`src/rtl/fir_mac_filter.sv`:
```
// Time-multiplexed FIR filter: one shared MAC, runtime-loadable signed coefficients, valid/ready on both sides.
// Optional build macro FIR_MAC_SATURATE_EN clamps the shifted result instead of wrapping it.
module fir_mac_filter #(
  parameter int DATA_W   = 16,
  parameter int COEF_W   = 8,
  parameter int TAPS     = 16,
  parameter int ACC_W    = 32,
  parameter int SHIFT    = 7,
  parameter int COEF_RST = 8
) (
  input  logic                      clk,
  input  logic                      reset,
  input  logic                      in_valid,
  output logic                      in_ready,
  input  logic signed [DATA_W-1:0]  in_data,
  input  logic                      coef_we,
  input  logic [$clog2(TAPS)-1:0]   coef_addr,
  input  logic signed [COEF_W-1:0]  coef_data,
  output logic                      out_valid,
  input  logic                      out_ready,
  output logic signed [DATA_W-1:0]  out_data
);

  localparam int AW = $clog2(TAPS);
  localparam int KW = $clog2(TAPS + 1);
  localparam int PW = DATA_W + COEF_W;

  typedef enum logic [1:0] {IDLE, MAC, OUT} state_t;

  state_t                   state;
  logic signed [DATA_W-1:0] x_line [TAPS];
  logic signed [COEF_W-1:0] coef   [TAPS];
  logic signed [ACC_W-1:0]  acc;
  logic [KW-1:0]            k;
  logic [AW-1:0]            tap_idx;
  logic signed [PW-1:0]     prod;
  logic signed [DATA_W-1:0] result;
  logic                     coef_hit;

`ifdef FIR_MAC_SATURATE_EN
  localparam logic signed [ACC_W-1:0] SAT_MAX = (ACC_W'(1) <<< (DATA_W - 1)) - ACC_W'(1);
  localparam logic signed [ACC_W-1:0] SAT_MIN = -(ACC_W'(1) <<< (DATA_W - 1));
  logic signed [ACC_W-1:0] shifted;
`endif

  // NOTE: every signal written here gets a default first so no latch is inferred.
  always_comb begin
    tap_idx  = (32'(k) < TAPS) ? k[AW-1:0] : '0;
    prod     = x_line[tap_idx] * coef[tap_idx];
    coef_hit = coef_we && (state == IDLE) && (32'(coef_addr) < TAPS);
`ifdef FIR_MAC_SATURATE_EN
    shifted = acc >>> SHIFT;
    if (shifted > SAT_MAX)      result = SAT_MAX[DATA_W-1:0];
    else if (shifted < SAT_MIN) result = SAT_MIN[DATA_W-1:0];
    else                        result = shifted[DATA_W-1:0];
`else
    result = DATA_W'(acc >>> SHIFT);
`endif
  end

  // NOTE: sequential state uses non-blocking assignments only, so every register samples pre-edge values.
  always_ff @(posedge clk or posedge reset) begin
    if (reset) begin
      state     <= IDLE;
      in_ready  <= 1'b1;
      out_valid <= 1'b0;
      out_data  <= '0;
      acc       <= '0;
      k         <= '0;
      // NOTE: the delay line and coefficient bank are small register arrays, so they are reset explicitly.
      for (int i = 0; i < TAPS; i++) begin
        x_line[i] <= '0;
        coef[i]   <= COEF_W'(COEF_RST);
      end
    end else begin
      case (state)
        IDLE: begin
          if (coef_hit) coef[coef_addr] <= coef_data;
          if (in_valid) begin
            for (int i = TAPS - 1; i > 0; i--) x_line[i] <= x_line[i-1];
            x_line[0] <= in_data;
            acc       <= '0;
            k         <= '0;
            in_ready  <= 1'b0;
            state     <= MAC;
          end
        end
        MAC: begin
          if (32'(k) < TAPS) begin
            acc <= acc + {{(ACC_W - PW){prod[PW-1]}}, prod};
            k   <= k + KW'(1);
          end else begin
            out_data  <= result;
            out_valid <= 1'b1;
            state     <= OUT;
          end
        end
        OUT: begin
          // out_data keeps its last value after the handshake; only out_valid drops.
          if (out_ready) begin
            out_valid <= 1'b0;
            in_ready  <= 1'b1;
            state     <= IDLE;
          end
        end
        default: state <= IDLE;
      endcase
    end
  end

endmodule

```
`config.mk`:
```
export PLATFORM = sky130hd
export DESIGN_NAME = fir_mac_filter
export DESIGN_NICKNAME = d
export VERILOG_FILES = /design/src/rtl/fir_mac_filter.sv
export SDC_FILE = /design/constraint.sdc
export NUM_CORES = 2
export LEC_CHECK = 0
export BUFFER_PORTS_ARGS = -buffer_cell sky130_fd_sc_hd__buf_2
export CORE_MARGIN = 4
export CORE_UTILIZATION = 60
export DETAILED_ROUTE_END_ITERATION = 8
export GPL_TIMING_DRIVEN = 0
export PLACE_DENSITY = 0.77
export SYNTH_ARGS = -nofsm -noshare
export SYNTH_HDL_FRONTEND = slang
export SYNTH_SLANG_ARGS = --single-unit
```
`constraint.sdc`:
```
create_clock -name clk -period 19.7 [get_ports clk]
set_input_delay 4.925 -clock clk [delete_from_list [all_inputs] [get_ports clk]]
set_output_delay 4.925 -clock clk [all_outputs]
set_load 0.01 [all_outputs]
```
==> results.ini <==
[layout]
layout.nets=2921
fin_util_pct=67.3
layout_common_cells=825 x nand2_1, 415 x dfrtp_1, 149 x mux2_2, 149 x inv_1, 137 x mux2i_1
final_common_cell=nand2_1
drive_gt1_share_pct=12.3
area_growth_pct=10.3

[critical_path]
end_kind=flip-flop
worst-setup-path-type=reg2reg
cp-start-kind=flip-flop
r2r-start=k[0]
cpPeakStageDelay_ns=0.75
cpMostUsedCell=a21oi_1
critPathBufInv=8
setup.worst_path.start=k[0]
cp_top_family=compound AO/OA/AOI/OAI gates
crit_required_ns=20.16
arrival_ns=10.48
worstPathMaxFanout=10
crit_path_top_delay_cell=a31oi_1

[detailed_routing]
route.vias.total=19600
via_per_inst=5.98
ant_nets=0
wirelength_um=67900
drt_first_pass_iters=6
drcViolationCount=0
dr.first_iter.drc_count=1744
wl_per_cell_um=20.7

[yosys]
ys_types=60
syn_inst=2620
seq_area_frac_synth_pct=43.3
synth-edff-count=0
synth_area_um2=25000
yosysWarnings=0
syn-mean-instance-area_um2=9.55
syn-num-nets=2821
synth_flop_cell=dfrtp_1
async_flop_share_pct=100
synth-seq-cells=432

[clocking]
postCtsResizedCells=0
cts_buffers=45
postCtsHoldBufs=0
clkSinkCount=432
cts_tree=built
cts_htree_levels=2
clock_latency_ns=0.60
cts_setup_buffers=0
clock_path_buffers=3
cts-root-buf=clkbuf_16
clk_pin_slew_ns=0.06

[global_route]
first_global_vias=19900
grt_start_max_net_pins=110
gr-usage-all-layers_pct=30.7
gr-total-overflow=0
antenna_found_initial=0
grt_pass1_wl_um=109000

[flow_run]
max-cap-violations=0

[die]
die_area_um2=45100
ioPinCount=51
die_w_um=212
start_util_pct=61.0
rows=74
die_h_um=212
coreArea_um2=41000

[worst_hold_path]
hold_path_startpoint=x_line[11]
hp-class=reg2reg

[timing]
fin_skew_ns=0.0234
period_share_pct=50.9
min_period_ns=10.03
hold_slack_ns=0.480
worstMarginPinSlew_ns=1.13
slew_viol_final=0
setup_viol=0
rsz0062_at_grt=false
fmax_mhz=99.7
relSlewSlack_pct=24.2
hold_violations=0

[outcome]
outcome=complete, no violations

[placement]
gp_congestion=0.971
port_buffers=48
dpl.hpwl_um=50400

## worst register-to-register path, delay by kind of cell, from the launching register on
family          cells  cell delay (ns)
simple gates        6             1.04
flops               1             0.39
buf+inv             8             1.53
xor+xnor            1             0.15
fa+ha+maj           6             2.66
compound gates     15             4.10
## path summary, 6_finish.rpt
check / endpoint / slack, ns / cells after the start
min in group asynchronous: x_line[176] / 4.38 / 2
max in group asynchronous: coef[107] / 13.67 / 5
setup reg to reg: acc[22] / 9.67 / 36
hold / removal: x_line[11] / 0.48 / 2
hold reg to reg: x_line[11] / 0.48 / 2
setup / recovery: acc[22] / 9.67 / 36
## sequential cells by signal, summed over array words and instances (netlist names)
signal and cells:
acc 23, coef 128, in_ready 1, k 5, out_data 16, out_valid 1
state 2, x_line 256
## cell type report
type,count,area (um^2)
timing repair buffer,53,362
inverter,150,571
fill,3157,13400
clock buffer,69,1370
clock inverter,7,171
buffer,146,656
tap,532,666
antenna,1,2.50
multi-input combinational,1892,13000
sequential,432,10800
## cell usage after synthesis (all sizes together), types with 2 or more instances
master | number | share of area (%)
o21a | 5 | 0.15
nor3b | 4 | 0.12
a211o | 2 | 0.070
and4 | 2 | 0.070
ha | 67 | 3.3
nand3b | 2 | 0.060
or3 | 4 | 0.10
xor2 | 11 | 0.38
nor2b | 14 | 0.35
nor3 | 34 | 0.72
a21o | 21 | 0.64
a221oi | 24 | 0.86
a221o | 23 | 0.92
dfstp | 17 | 1.8
mux4 | 2 | 0.18
a32o | 2 | 0.080
nand3 | 14 | 0.28
o211ai | 4 | 0.14
a21oi | 41 | 0.82
and2 | 94 | 2.3
a2111oi | 23 | 0.80
nand2b | 14 | 0.35
nand2 | 825 | 12
nor2 | 99 | 1.5
xnor2 | 28 | 0.98
o31ai | 3 | 0.11
o21ai | 36 | 0.73
o22ai | 22 | 0.55
mux2i | 137 | 5.5
a2111o | 2 | 0.090
nand4b | 4 | 0.14
mux2 | 149 | 6.7
buf | 41 | 1.0
a31oi | 22 | 0.61
and3 | 4 | 0.10
clkbuf | 105 | 1.6
inv | 150 | 2.2
a22o | 3 | 0.10
o21bai | 8 | 0.24
or2 | 4 | 0.10
a311oi | 2 | 0.070
fa | 101 | 8.1
a211oi | 32 | 0.98
dfrtp | 415 | 41
## through the flow
step | setup slack, ns | instance area [um^2] | cells | TNS [ns]
3_3_place_gp | -1.47 | 25900 | 3200 | -591.65
4_1_cts | 9.91 | 27600 | 3281 | 0
6_report | 9.67 | 27600 | 3282 | 0
5_1_grt | 9.33 | 27600 | 3281 | 0
3_5_place_dp | 9.92 | 26100 | 3205 | 0
2_1_floorplan | 2.77 | 25000 | 2620 | 0
## kinds of logic after synthesis
| family | count (synthesis) | share of synthesized area, % |
|---|---|---|
| AOI/OAI and AO/OA | 278 | 8.09 |
| xor gates and xnor gates | 39 | 1.36 |
| adders and majority gates | 168 | 11.4 |
| buffers and inverters | 296 | 4.87 |
| DFF | 432 | 43.3 |
| muxes | 288 | 12.4 |
| and+or+nand+nor | 1119 | 18.6 |
## routing by layer
metal  global-route usage [%]  up-vias  part of all wire [%]
met3                     5.70      162                   7.7
met4                     13.0        0                   4.5
met1                     42.7     9795                    42
li1                         -     8840                     -
met5                        0        -                     0
met2                     48.1      823                    46
Power is not shown: default switching activity piles up to over one toggle a cycle in this logic, so the estimate is an artifact.
